`config.mk`:
```
export PLATFORM = sky130hd
export DESIGN_NAME = trap_ctrl_flat
export DESIGN_NICKNAME = d
export VERILOG_FILES = /design/src/rtl/trap_ctrl_pkg.sv /design/src/rtl/trap_ctrl_if.sv /design/src/rtl/trap_ctrl_mtimer.sv /design/src/rtl/trap_ctrl.sv /design/src/flat_wrapper.sv
export SDC_FILE = /design/constraint.sdc
export NUM_CORES = 1
export LEC_CHECK = 0
export BUFFER_PORTS_ARGS = -buffer_cell sky130_fd_sc_hd__buf_2
export CAP_MARGIN = 40
export CORE_MARGIN = 2
export CORE_UTILIZATION = 56
export DETAILED_ROUTE_END_ITERATION = 16
export GPL_ROUTABILITY_DRIVEN = 0
export GPL_TIMING_DRIVEN = 0
export HOLD_SLACK_MARGIN = 0.03
export PLACE_DENSITY = 0.86
export SYNTH_ARGS = -nofsm -noshare
export SYNTH_HDL_FRONTEND = slang
export SYNTH_SLANG_ARGS = --single-unit
```
`constraint.sdc`:
```
create_clock -name clk -period 4.8 [get_ports clk]
set_input_delay 0.72 -clock clk [delete_from_list [all_inputs] [get_ports clk]]
set_output_delay 0.72 -clock clk [all_outputs]
set_load 0.05 [all_outputs]
```
`src/rtl/trap_ctrl_pkg.sv`:
```
// Shared types and constants for the trap sequencer and machine timer.
package trap_ctrl_pkg;

  // Raw exception causes reported by the committing instruction.
  typedef enum logic [3:0] {
    EXC_INSTR_MISALIGN = 4'd0,
    EXC_INSTR_FAULT    = 4'd1,
    EXC_ILLEGAL        = 4'd2,
    EXC_BREAKPOINT     = 4'd3,
    EXC_LOAD_MISALIGN  = 4'd4,
    EXC_LOAD_FAULT     = 4'd5,
    EXC_STORE_MISALIGN = 4'd6,
    EXC_STORE_FAULT    = 4'd7,
    EXC_ECALL          = 4'd8
  } exc_code_t;

  typedef enum logic [1:0] {
    ST_IDLE  = 2'd0,
    ST_TRAP  = 2'd1,
    ST_MRET  = 2'd2,
    ST_DRAIN = 2'd3
  } trap_state_t;

  localparam logic [31:0] IRQ_M_TIMER = 32'h8000_0007;

  localparam logic [1:0] PRIV_U = 2'd0;
  localparam logic [1:0] PRIV_M = 2'd3;

  localparam logic [1:0] TMR_MTIME_LO    = 2'd0;
  localparam logic [1:0] TMR_MTIME_HI    = 2'd1;
  localparam logic [1:0] TMR_MTIMECMP_LO = 2'd2;
  localparam logic [1:0] TMR_MTIMECMP_HI = 2'd3;

  // ECALL carries no privilege in its raw code; the mcause value depends on
  // the mode it was executed from (8 = U, 11 = M).
  function automatic logic [31:0] exc_cause(exc_code_t code, logic [1:0] priv);
    if (code == EXC_ECALL) begin
      return 32'd8 + {30'd0, priv};
    end
    return {28'd0, code};
  endfunction

endpackage

```
`src/rtl/trap_ctrl_if.sv`:
```
// Word-addressed bus into the machine timer registers.
interface trap_ctrl_if;
  logic        tmr_req;
  logic        tmr_we;
  logic [1:0]  tmr_addr;
  logic [31:0] tmr_wdata;
  logic [31:0] tmr_rdata;
  logic        tmr_ack;

  modport master (
    output tmr_req, tmr_we, tmr_addr, tmr_wdata,
    input  tmr_rdata, tmr_ack
  );

  modport slave (
    input  tmr_req, tmr_we, tmr_addr, tmr_wdata,
    output tmr_rdata, tmr_ack
  );
endinterface

```
`src/rtl/trap_ctrl_mtimer.sv`:
```
// Machine timer: prescaled 64-bit mtime, mtimecmp, bus slave and mtip compare.
module trap_ctrl_mtimer
  import trap_ctrl_pkg::*;
#(
  parameter int unsigned TIMER_DIV    = 1,
  parameter logic [63:0] MTIMECMP_RST = 64'hFFFF_FFFF_FFFF_FFFF
) (
  input  logic        clk,
  input  logic        rst_n,
  trap_ctrl_if.slave  bus,
  output logic        mtip
);

  localparam int unsigned   PW      = (TIMER_DIV > 1) ? $clog2(TIMER_DIV) : 1;
  localparam logic [PW-1:0] PRE_MAX = PW'(TIMER_DIV - 1);

  logic [PW-1:0] pre_q, pre_d;
  logic [63:0]   mtime_q, mtime_d;
  logic [63:0]   mtimecmp_q, mtimecmp_d;
  logic [31:0]   rdata_q, rdata_d;
  logic          ack_q, ack_d;
  logic          tick;
  logic          wr;
  logic          rd;

  always_comb begin
    // NOTE: every variable gets a default before any branch so no latch is inferred.
    tick       = (pre_q == PRE_MAX);
    pre_d      = tick ? '0 : pre_q + 1'b1;
    wr         = bus.tmr_req & bus.tmr_we;
    rd         = bus.tmr_req & ~bus.tmr_we;
    mtime_d    = tick ? mtime_q + 64'd1 : mtime_q;
    mtimecmp_d = mtimecmp_q;
    rdata_d    = '0;
    ack_d      = bus.tmr_req;

    // A write to an mtime half overrides (and thereby drops) that cycle's increment.
    if (wr) begin
      case (bus.tmr_addr)
        TMR_MTIME_LO:    mtime_d    = {mtime_q[63:32], bus.tmr_wdata};
        TMR_MTIME_HI:    mtime_d    = {bus.tmr_wdata, mtime_q[31:0]};
        TMR_MTIMECMP_LO: mtimecmp_d = {mtimecmp_q[63:32], bus.tmr_wdata};
        TMR_MTIMECMP_HI: mtimecmp_d = {bus.tmr_wdata, mtimecmp_q[31:0]};
        default: ;
      endcase
    end

    if (rd) begin
      case (bus.tmr_addr)
        TMR_MTIME_LO:    rdata_d = mtime_q[31:0];
        TMR_MTIME_HI:    rdata_d = mtime_q[63:32];
        TMR_MTIMECMP_LO: rdata_d = mtimecmp_q[31:0];
        TMR_MTIMECMP_HI: rdata_d = mtimecmp_q[63:32];
        default: ;
      endcase
    end
  end

  always_ff @(posedge clk) begin
    // NOTE: sequential state uses non-blocking assignments so every flop samples pre-edge values.
    if (!rst_n) begin
      pre_q      <= '0;
      mtime_q    <= '0;
      mtimecmp_q <= MTIMECMP_RST;
      rdata_q    <= '0;
      ack_q      <= 1'b0;
    end else begin
      pre_q      <= pre_d;
      mtime_q    <= mtime_d;
      mtimecmp_q <= mtimecmp_d;
      rdata_q    <= rdata_d;
      ack_q      <= ack_d;
    end
  end

  assign bus.tmr_rdata = rdata_q;
  assign bus.tmr_ack   = ack_q;
  assign mtip          = (mtime_q >= mtimecmp_q);

endmodule

```
`src/rtl/trap_ctrl.sv`:
```
// Trap sequencer: arbitrates exceptions, mret and the timer interrupt, pulses the
// CSR file, and redirects/flushes the pipeline; owns the machine timer.
module trap_ctrl
  import trap_ctrl_pkg::*;
#(
  parameter int unsigned TIMER_DIV    = 1,
  parameter logic [63:0] MTIMECMP_RST = 64'hFFFF_FFFF_FFFF_FFFF
) (
  input  logic        clk,
  input  logic        rst_n,
  input  logic        exc_valid,
  input  exc_code_t   exc_code,
  input  logic [31:0] exc_pc,
  input  logic [31:0] exc_val,
  input  logic        mret_req,
  input  logic        retire_valid,
  input  logic [31:0] retire_next_pc,
  input  logic [31:0] mtvec_in,
  input  logic [31:0] mepc_in,
  input  logic        mtie,
  input  logic        mstatus_mie,
  input  logic [1:0]  priv_mode,
  output logic        trap_enter,
  output logic [31:0] trap_cause,
  output logic [31:0] trap_pc,
  output logic [31:0] trap_val,
  output logic        mret_exec,
  output logic        flush,
  output logic        redirect_valid,
  output logic [31:0] redirect_pc,
  output logic        busy,
  trap_ctrl_if.slave  tmr,
  output logic        mtip
);

  trap_state_t state_q, state_d;
  logic        trap_enter_q, trap_enter_d;
  logic        mret_exec_q, mret_exec_d;
  logic        flush_q, flush_d;
  logic        redirect_valid_q, redirect_valid_d;
  logic [31:0] redirect_pc_q, redirect_pc_d;
  logic [31:0] trap_cause_q, trap_cause_d;
  logic [31:0] trap_pc_q, trap_pc_d;
  logic [31:0] trap_val_q, trap_val_d;
  logic        irq;

  trap_ctrl_mtimer #(
    .TIMER_DIV    (TIMER_DIV),
    .MTIMECMP_RST (MTIMECMP_RST)
  ) u_mtimer (
    .clk   (clk),
    .rst_n (rst_n),
    .bus   (tmr),
    .mtip  (mtip)
  );

  always_comb begin
    irq = mtip & mtie & ((priv_mode == PRIV_U) | mstatus_mie)
        & retire_valid & ~exc_valid & ~mret_req;

    state_d          = state_q;
    trap_enter_d     = 1'b0;
    mret_exec_d      = 1'b0;
    flush_d          = 1'b0;
    redirect_valid_d = 1'b0;
    redirect_pc_d    = '0;
    trap_cause_d     = '0;
    trap_pc_d        = '0;
    trap_val_d       = '0;

    case (state_q)
      ST_IDLE: begin
        if (exc_valid) begin
          state_d      = ST_TRAP;
          trap_cause_d = exc_cause(exc_code, priv_mode);
          trap_pc_d    = exc_pc;
          trap_val_d   = exc_val;
        end else if (mret_req && (priv_mode == PRIV_U)) begin
          // mret is privileged: from U-mode it becomes an illegal instruction trap.
          state_d      = ST_TRAP;
          trap_cause_d = {28'd0, EXC_ILLEGAL};
          trap_pc_d    = exc_pc;
        end else if (mret_req) begin
          state_d = ST_MRET;
        end else if (irq) begin
          state_d      = ST_TRAP;
          trap_cause_d = IRQ_M_TIMER;
          trap_pc_d    = retire_next_pc;
        end
      end
      ST_TRAP, ST_MRET: state_d = ST_DRAIN;
      default:          state_d = ST_IDLE;
    endcase

    if (state_q == ST_IDLE && state_d == ST_TRAP) begin
      trap_enter_d     = 1'b1;
      flush_d          = 1'b1;
      redirect_valid_d = 1'b1;
      redirect_pc_d    = mtvec_in & 32'hFFFF_FFFC;
    end

    if (state_q == ST_IDLE && state_d == ST_MRET) begin
      mret_exec_d      = 1'b1;
      flush_d          = 1'b1;
      redirect_valid_d = 1'b1;
      redirect_pc_d    = mepc_in;
    end

    // busy also covers the accepting cycle so commit holds the trapping instruction.
    busy = (state_q != ST_IDLE) | exc_valid | mret_req | irq;
  end

  always_ff @(posedge clk) begin
    if (!rst_n) begin
      state_q          <= ST_IDLE;
      trap_enter_q     <= 1'b0;
      mret_exec_q      <= 1'b0;
      flush_q          <= 1'b0;
      redirect_valid_q <= 1'b0;
      redirect_pc_q    <= '0;
      trap_cause_q     <= '0;
      trap_pc_q        <= '0;
      trap_val_q       <= '0;
    end else begin
      state_q          <= state_d;
      trap_enter_q     <= trap_enter_d;
      mret_exec_q      <= mret_exec_d;
      flush_q          <= flush_d;
      redirect_valid_q <= redirect_valid_d;
      redirect_pc_q    <= redirect_pc_d;
      trap_cause_q     <= trap_cause_d;
      trap_pc_q        <= trap_pc_d;
      trap_val_q       <= trap_val_d;
    end
  end

  assign trap_enter     = trap_enter_q;
  assign mret_exec      = mret_exec_q;
  assign flush          = flush_q;
  assign redirect_valid = redirect_valid_q;
  assign redirect_pc    = redirect_pc_q;
  assign trap_cause     = trap_cause_q;
  assign trap_pc        = trap_pc_q;
  assign trap_val       = trap_val_q;

endmodule
```
`src/flat_wrapper.sv`:
```
// flat-port wrapper written by rule: the top's interface ports become plain ports
module trap_ctrl_flat import trap_ctrl_pkg::*;
#(
  parameter int unsigned TIMER_DIV    = 1,
  parameter logic [63:0] MTIMECMP_RST = 64'hFFFF_FFFF_FFFF_FFFF
)
  (clk, rst_n, exc_valid, exc_code, exc_pc, exc_val, mret_req, retire_valid, retire_next_pc, mtvec_in, mepc_in, mtie, mstatus_mie, priv_mode, trap_enter, trap_cause, trap_pc, trap_val, mret_exec, flush, redirect_valid, redirect_pc, busy, mtip, tmr_tmr_req, tmr_tmr_we, tmr_tmr_addr, tmr_tmr_wdata, tmr_tmr_rdata, tmr_tmr_ack);
  trap_ctrl_if tmr_i ();
  input  logic clk;
  input  logic rst_n;
  input  logic exc_valid;
  input  exc_code_t exc_code;
  input  logic [31:0] exc_pc;
  input  logic [31:0] exc_val;
  input  logic mret_req;
  input  logic retire_valid;
  input  logic [31:0] retire_next_pc;
  input  logic [31:0] mtvec_in;
  input  logic [31:0] mepc_in;
  input  logic mtie;
  input  logic mstatus_mie;
  input  logic [1:0] priv_mode;
  output logic trap_enter;
  output logic [31:0] trap_cause;
  output logic [31:0] trap_pc;
  output logic [31:0] trap_val;
  output logic mret_exec;
  output logic flush;
  output logic redirect_valid;
  output logic [31:0] redirect_pc;
  output logic busy;
  output logic mtip;
  input wire logic [$bits(tmr_i.tmr_req)-1:0] tmr_tmr_req;
  input wire logic [$bits(tmr_i.tmr_we)-1:0] tmr_tmr_we;
  input wire logic [$bits(tmr_i.tmr_addr)-1:0] tmr_tmr_addr;
  input wire logic [$bits(tmr_i.tmr_wdata)-1:0] tmr_tmr_wdata;
  output wire logic [$bits(tmr_i.tmr_rdata)-1:0] tmr_tmr_rdata;
  output wire logic [$bits(tmr_i.tmr_ack)-1:0] tmr_tmr_ack;
  assign tmr_i.tmr_req = tmr_tmr_req;
  assign tmr_i.tmr_we = tmr_tmr_we;
  assign tmr_i.tmr_addr = tmr_tmr_addr;
  assign tmr_i.tmr_wdata = tmr_tmr_wdata;
  assign tmr_tmr_rdata = tmr_i.tmr_rdata;
  assign tmr_tmr_ack = tmr_i.tmr_ack;
  trap_ctrl #(.TIMER_DIV(TIMER_DIV), .MTIMECMP_RST(MTIMECMP_RST)) u_core (.clk(clk), .rst_n(rst_n), .exc_valid(exc_valid), .exc_code(exc_code), .exc_pc(exc_pc), .exc_val(exc_val), .mret_req(mret_req), .retire_valid(retire_valid), .retire_next_pc(retire_next_pc), .mtvec_in(mtvec_in), .mepc_in(mepc_in), .mtie(mtie), .mstatus_mie(mstatus_mie), .priv_mode(priv_mode), .trap_enter(trap_enter), .trap_cause(trap_cause), .trap_pc(trap_pc), .trap_val(trap_val), .mret_exec(mret_exec), .flush(flush), .redirect_valid(redirect_valid), .redirect_pc(redirect_pc), .busy(busy), .tmr(tmr_i), .mtip(mtip));
endmodule
```
* Word-level counts from Yosys, hierarchy flattened
Cells that the tools add are included.
Storage, ports and cells: register bits 295, bits of input ports 209, output and inout port bits 167, word-level logic and storage cells 87
Operators by class: add/subtract/negate cells 3, $lt $le $gt $ge 1, equality and inequality tests 10, multiplexer cells 28, bitwise gates (word level) 16, reductions and logical operators 14
Operators by type and width (count):
- $mux W32 | 12
- $pmux W64 S2 | 2
- $mux W64 | 2
- $pmux W32 S4 | 1
- $add A64 B1 Y64 const B | 1
- $ge A64 B64 Y1 | 1
- $reduce_and A3 Y1 | 3
- $eq A2 B2 Y1 const B | 4
- $mux W2 | 4
- $and A1 B1 Y1 | 7
- $eq A2 B1 Y1 const B | 3
- $logic_not A2 Y1 | 3
- $mux W1 | 6
- $reduce_and A2 Y1 | 3
- $add A4 B2 Y5 const A | 1
- $not A1 Y1 | 5
- $eq A4 B4 Y1 const B | 1
- $ne A2 B2 Y1 const B | 2
- $or A1 B1 Y1 | 4
- $pmux W2 S2 | 1
- $logic_and A1 B1 Y1 | 3
- $reduce_bool A2 Y1 | 1
- $reduce_or A2 Y1 | 1
- $add A1 B1 Y1 const B | 1

* Logic depth before layout (Yosys ltp)
depth after elaboration 15, gate-level depth with buffers 12, depth with buffers taken out 11

* Modules after synthesis
From an unflattened synthesis, not the netlist that was laid out.
Second synthesis, totals: cells, all modules 1528, area total of the unflattened synthesis 13785.7 sq um
Modules (own cells, without submodules):
- trap_ctrl_mtimer | times used 1, cells an instance 1077, area each 9301.4 sq um, sequential area each 3243.1 sq um
- trap_ctrl | times used 1, cells an instance 451, area each 4484.3 sq um, sequential area each 2122.0 sq um

* Least setup slack after synthesis
No wires, ideal clock.
path type register to output, from reg u_core.u_mtimer.mtimecmp_q[15], to out busy, arrival time 2.698 ns, data required time 4.080 ns, path slack 1.382 ns, stages on the path, launching flop included 10, buffers on the path 0, cell sequence dfxtp_1 -> inv_1 -> ha_1 -> nand4_1 -> nor3_2 -> or4b_1 -> a311o_1 -> a211o_1 -> a21oi_4 -> nand3b_1
Between the ends: cells in the longest elaborated chain, start to end 7
Ends and longest elaborated chain:
- from (decl) | RTL line trap_ctrl_mtimer.sv:19 | logic [63:0] mtimecmp_q, mtimecmp_d;
- from (signal assigned) | RTL line trap_ctrl_mtimer.sv:70 | mtimecmp_q <= mtimecmp_d;
- $ge A64 B64 Y1 | RTL line trap_ctrl_mtimer.sv:78 | assign mtip = (mtime_q >= mtimecmp_q);
- $and A1 B1 Y1 (2 in a row) | RTL line trap_ctrl.sv:58 | irq = mtip & mtie & ((priv_mode == PRIV_U) | mstatus_mie)
- $and A1 B1 Y1 (3 in a row) | RTL line trap_ctrl.sv:59 | & retire_valid & ~exc_valid & ~mret_req;
- $or A1 B1 Y1 | RTL line trap_ctrl.sv:110 | busy = (state_q != ST_IDLE) | exc_valid | mret_req | irq;
- to (decl) | RTL line flat_wrapper.sv:31 | output logic busy;
Every way passes these cells.

* Worst setup path after layout
Same ends and word-level chain as after synthesis.

==> summary.md <==
| Metric | Value |
|---|---|
| Status | `finished clean` |
| Beginning of the worst register-to-register path | `u_core.u_mtimer.mtime_q[0]` |
| Reg2reg setup slack | `0.99 ns` |
| Maximum vdd drop | `0.266 mV` |
| CP bufs+invs | `2` |
| Worst Path Max Fanout | `6` |
| Synthesized cell area | `12400 um^2` |
| Site Rows | `54` |
| Routed Antenna Nets | `0` |
| Worst-case reg-to-reg path depth | `12` |
| Setup CP Type | `register to output pin` |
| Async SR Flop Fraction | `0%` |
| Die X | `153 um` |
| Clock skew | `0.0163 ns` |
| Max-Slew Margin vs Limit | `26.8%` |
| Number of synthesized flops with an enable pin | `0` |
| Initial core utilization | `56.9%` |
| Global route total overflow | `0` |
| Share of the synthesized area in the top cell type | `43.3%` |
| Vias per inst | `6.24` |
| CP top delay family | `simple AND/OR/NAND/NOR gates` |
| Min Hold Slack | `0.374 ns` |
| Total Power | `6.12 mW` |
| Distinct cells, synth | `64` |
| Setup bufs post-CTS | `0` |
| Worst slack, placed | `0.858 ns` |
| WL final | `46.5 mm` |
| WP depth | `10` |
| Pin count of the biggest net entering global routing | `14` |
| RSZ-0062 raised after global routing | `no` |
| Total Routing Usage GR | `38.1%` |
| Num ports | `376` |
| Slowest stage cell, crit path | `or4b_1` |
| Yosys top cell by area | `dfxtp_1` |
| Cts repair resizes | `0` |
| CTS sink count | `268` |
| Die height | `153 um` |
| Layout cell share with drive strength beyond 1 | `26.9%` |
| Worst setup path startpoint | `u_core.u_mtimer.mtimecmp_q[15]` |
| Yosys warning count | `0` |
| Post-synthesis cell count | `1324` |
| Fin util | `71.2%` |
| Worst Hold Class | `input port to register` |
| Vias post-DR | `12.7k` |
| CTS tree | `yes` |
| WP data required | `4.08 ns` |
| WL per Instance | `22.9 um` |
| CTS clk-pin slew, worst paths | `0.06 ns` |
| NumNets Final | `2003` |
| Most frequent cell after synthesis | `dfxtp_1` |
| # setup viols final | `0` |
| Root buffer cell | `clkbuf_16` |
| Hold_buf cts | `0` |
| Power Dens Cells | `395 nW/um^2` |
| Residual DRC count | `0` |
| Top post-synthesis cells by count | `268 x dfxtp_1, 124 x nand2_1, 77 x nor2_1` |
| First-pass GRT wire length | `69.7 mm` |
| Syn_area_per_cell | `9.35 um^2` |
| Clock Path Buffers | `3` |
| # H-tree levels | `1` |
| Non-filler instance count after layout | `2028` |
| Fin crit share | `95.3%` |
| CP Capture Type | `output pin` |
| Die area | `23300 um^2` |
| Post-place instance area | `14600 um^2` |
| Crit start category | `register` |
| Fmax | `0.219 GHz` |
| Top cells by area, synth | `dfxtp_1 43%, ha_1 6.8%, mux4_2 5.8%, a22o_1 4.4%, o211ai_1 4.1%` |
| Core Box Area | `21800 um^2` |
| TNS Setup | `0 ns` |
| Max-cap violation count | `0` |
| Sequential fraction of the synthesis area | `43.3%` |
| Min Tclk post-route | `4.57 ns` |
| Ys flop type | `dfxtp_1` |
| Ordered list of cells on the worst path | `inv_1 -> ha_1 -> nand4_1 -> nor3_2 -> or4b_1 -> a311o_1 -> a211o_1 -> a21oi_4 -> nand3b_1 -> buf_2` |
| Final Hold Fails | `0` |
| Slew Limit Fails | `0` |
| Port buffer count | `344` |
| Initial antenna violation count | `5` |
| Crit path to | `busy` |
| Post-synthesis register bit count | `268` |
| Clock Latency Late Sink | `0.55 ns` |
| Vias in the first global route | `12.0k` |
| Number of fill cells | `1665` |
| Dpl cells | `1976` |
| DPL Wire Length | `34.9 mm` |
| Num CTS Buffers | `29` |
| R2R Path End | `u_core.redirect_pc[17]` |
| Final worst slack | `0.227 ns` |
| Arr. time, crit path | `3.85 ns` |
| Lkg Pwr | `7.42 nW` |
| Synth-to-layout area growth | `25.1%` |
| Worst slew pin tran | `1.09 ns` |
| First-pass DRT Iterations | `6` |
| DR iter-0 viols | `1709` |
| CP peak stage delay | `0.54 ns` |
| Fin area | `15500 um^2` |
## routing by layer
layer | up-vias | wire [um] | track usage (%)
li1 | 5557 | - | -
met1 | 5897 | 17600 | 49.3
met2 | 973 | 20800 | 60.0
met3 | 233 | 5520 | 10.1
met4 | 4 | 2500 | 17.2
met5 | - | 27 | 0
## layout make-up
cell class | instances | area (um^2) | area share [%]
Timing Repair Buffer | 345 | 1740 | 11.2
Buffer | 109 | 572 | 3.69
Sequential cell | 268 | 5370 | 34.6
Clock buffer | 39 | 803 | 5.18
Antenna cell | 2 | 5.00 | 0.0323
Multi-Input combinational cell | 900 | 6270 | 40.5
Clock inverter | 11 | 115 | 0.743
Inverter | 74 | 278 | 1.79
Tap cell | 280 | 350 | 2.26
## registers in the layout, summed over array words and instances, names as in the netlist, 2 cells and up
| name | cells |
|---|---|
| u_core.u_mtimer.mtime_q | 64 |
| u_core.u_mtimer.mtimecmp_q | 64 |
| u_core.redirect_pc | 32 |
| u_core.trap_pc | 32 |
| u_core.trap_val | 32 |
| u_core.u_mtimer.bus.tmr_rdata | 32 |
| u_core.trap_cause | 5 |
| u_core.state_q | 2 |
## how the worst min path moves through the flow
stage / start / endpoint / slack [ns] / cells after the start
final: exc_val[17] / u_core.trap_val[17] / 0.37 / 2
after global routing: exc_val[4] / u_core.trap_val[4] / 0.37 / 2
after CTS: exc_val[17] / u_core.trap_val[17] / 0.36 / 2
after detailed placement: u_core.u_mtimer.mtimecmp_q[10] / u_core.u_mtimer.mtimecmp_q[10] / 0.51 / 2
after global placement: u_core.u_mtimer.mtimecmp_q[62] / u_core.u_mtimer.mtimecmp_q[62] / 0.50 / 2
after floorplan: u_core.u_mtimer.mtimecmp_q[0] / u_core.u_mtimer.mtimecmp_q[0] / 0.46 / 2
## report_power, final
group | internal [mW] | total, mW | switching, mW
clock | 1.27 | 2.19 | 0.919
combinational | 0.411 | 1.43 | 1.02
sequential | 2.41 | 2.50 | 0.0880
total | 4.09 | 6.12 | 2.02
## logic make-up after synthesis
| kind of cell | count (synthesis) | synth area share, % |
|---|---|---|
| muxes | 35 | 6.06 |
| adders and majority gates | 67 | 6.77 |
| AOI/OAI and AO/OA | 360 | 20.3 |
| DFF | 268 | 43.3 |
| other | 1 | 0.0303 |
| and+or+nand+nor | 410 | 16.6 |
| buffers and inverters | 183 | 6.86 |
## layout by cell type, fill, tap and decap left out, types with 9 or more instances in the layout
master	synthesis	final
buf_2	1	345
dfxtp_1	268	268
nand2_1	124	124
nor2_1	77	77
inv_1	74	74
o21ai_0	70	70
clkbuf_1	63	69
o211ai_1	68	68
ha_1	67	67
a21oi_1	65	65
a22o_1	62	62
and2_1	41	41
nor2b_1	40	40
mux4_2	32	32
nor3_1	31	31
buf_4	31	31
clkbuf_16	0	29
conb_1	1	28
nand3_1	25	25
nand4_1	21	21
and3_1	17	17
a311oi_1	17	17
a211oi_1	14	14
a221oi_1	9	9
a21boi_0	9	9
Note: power is estimated with default switching activity, not from simulation.
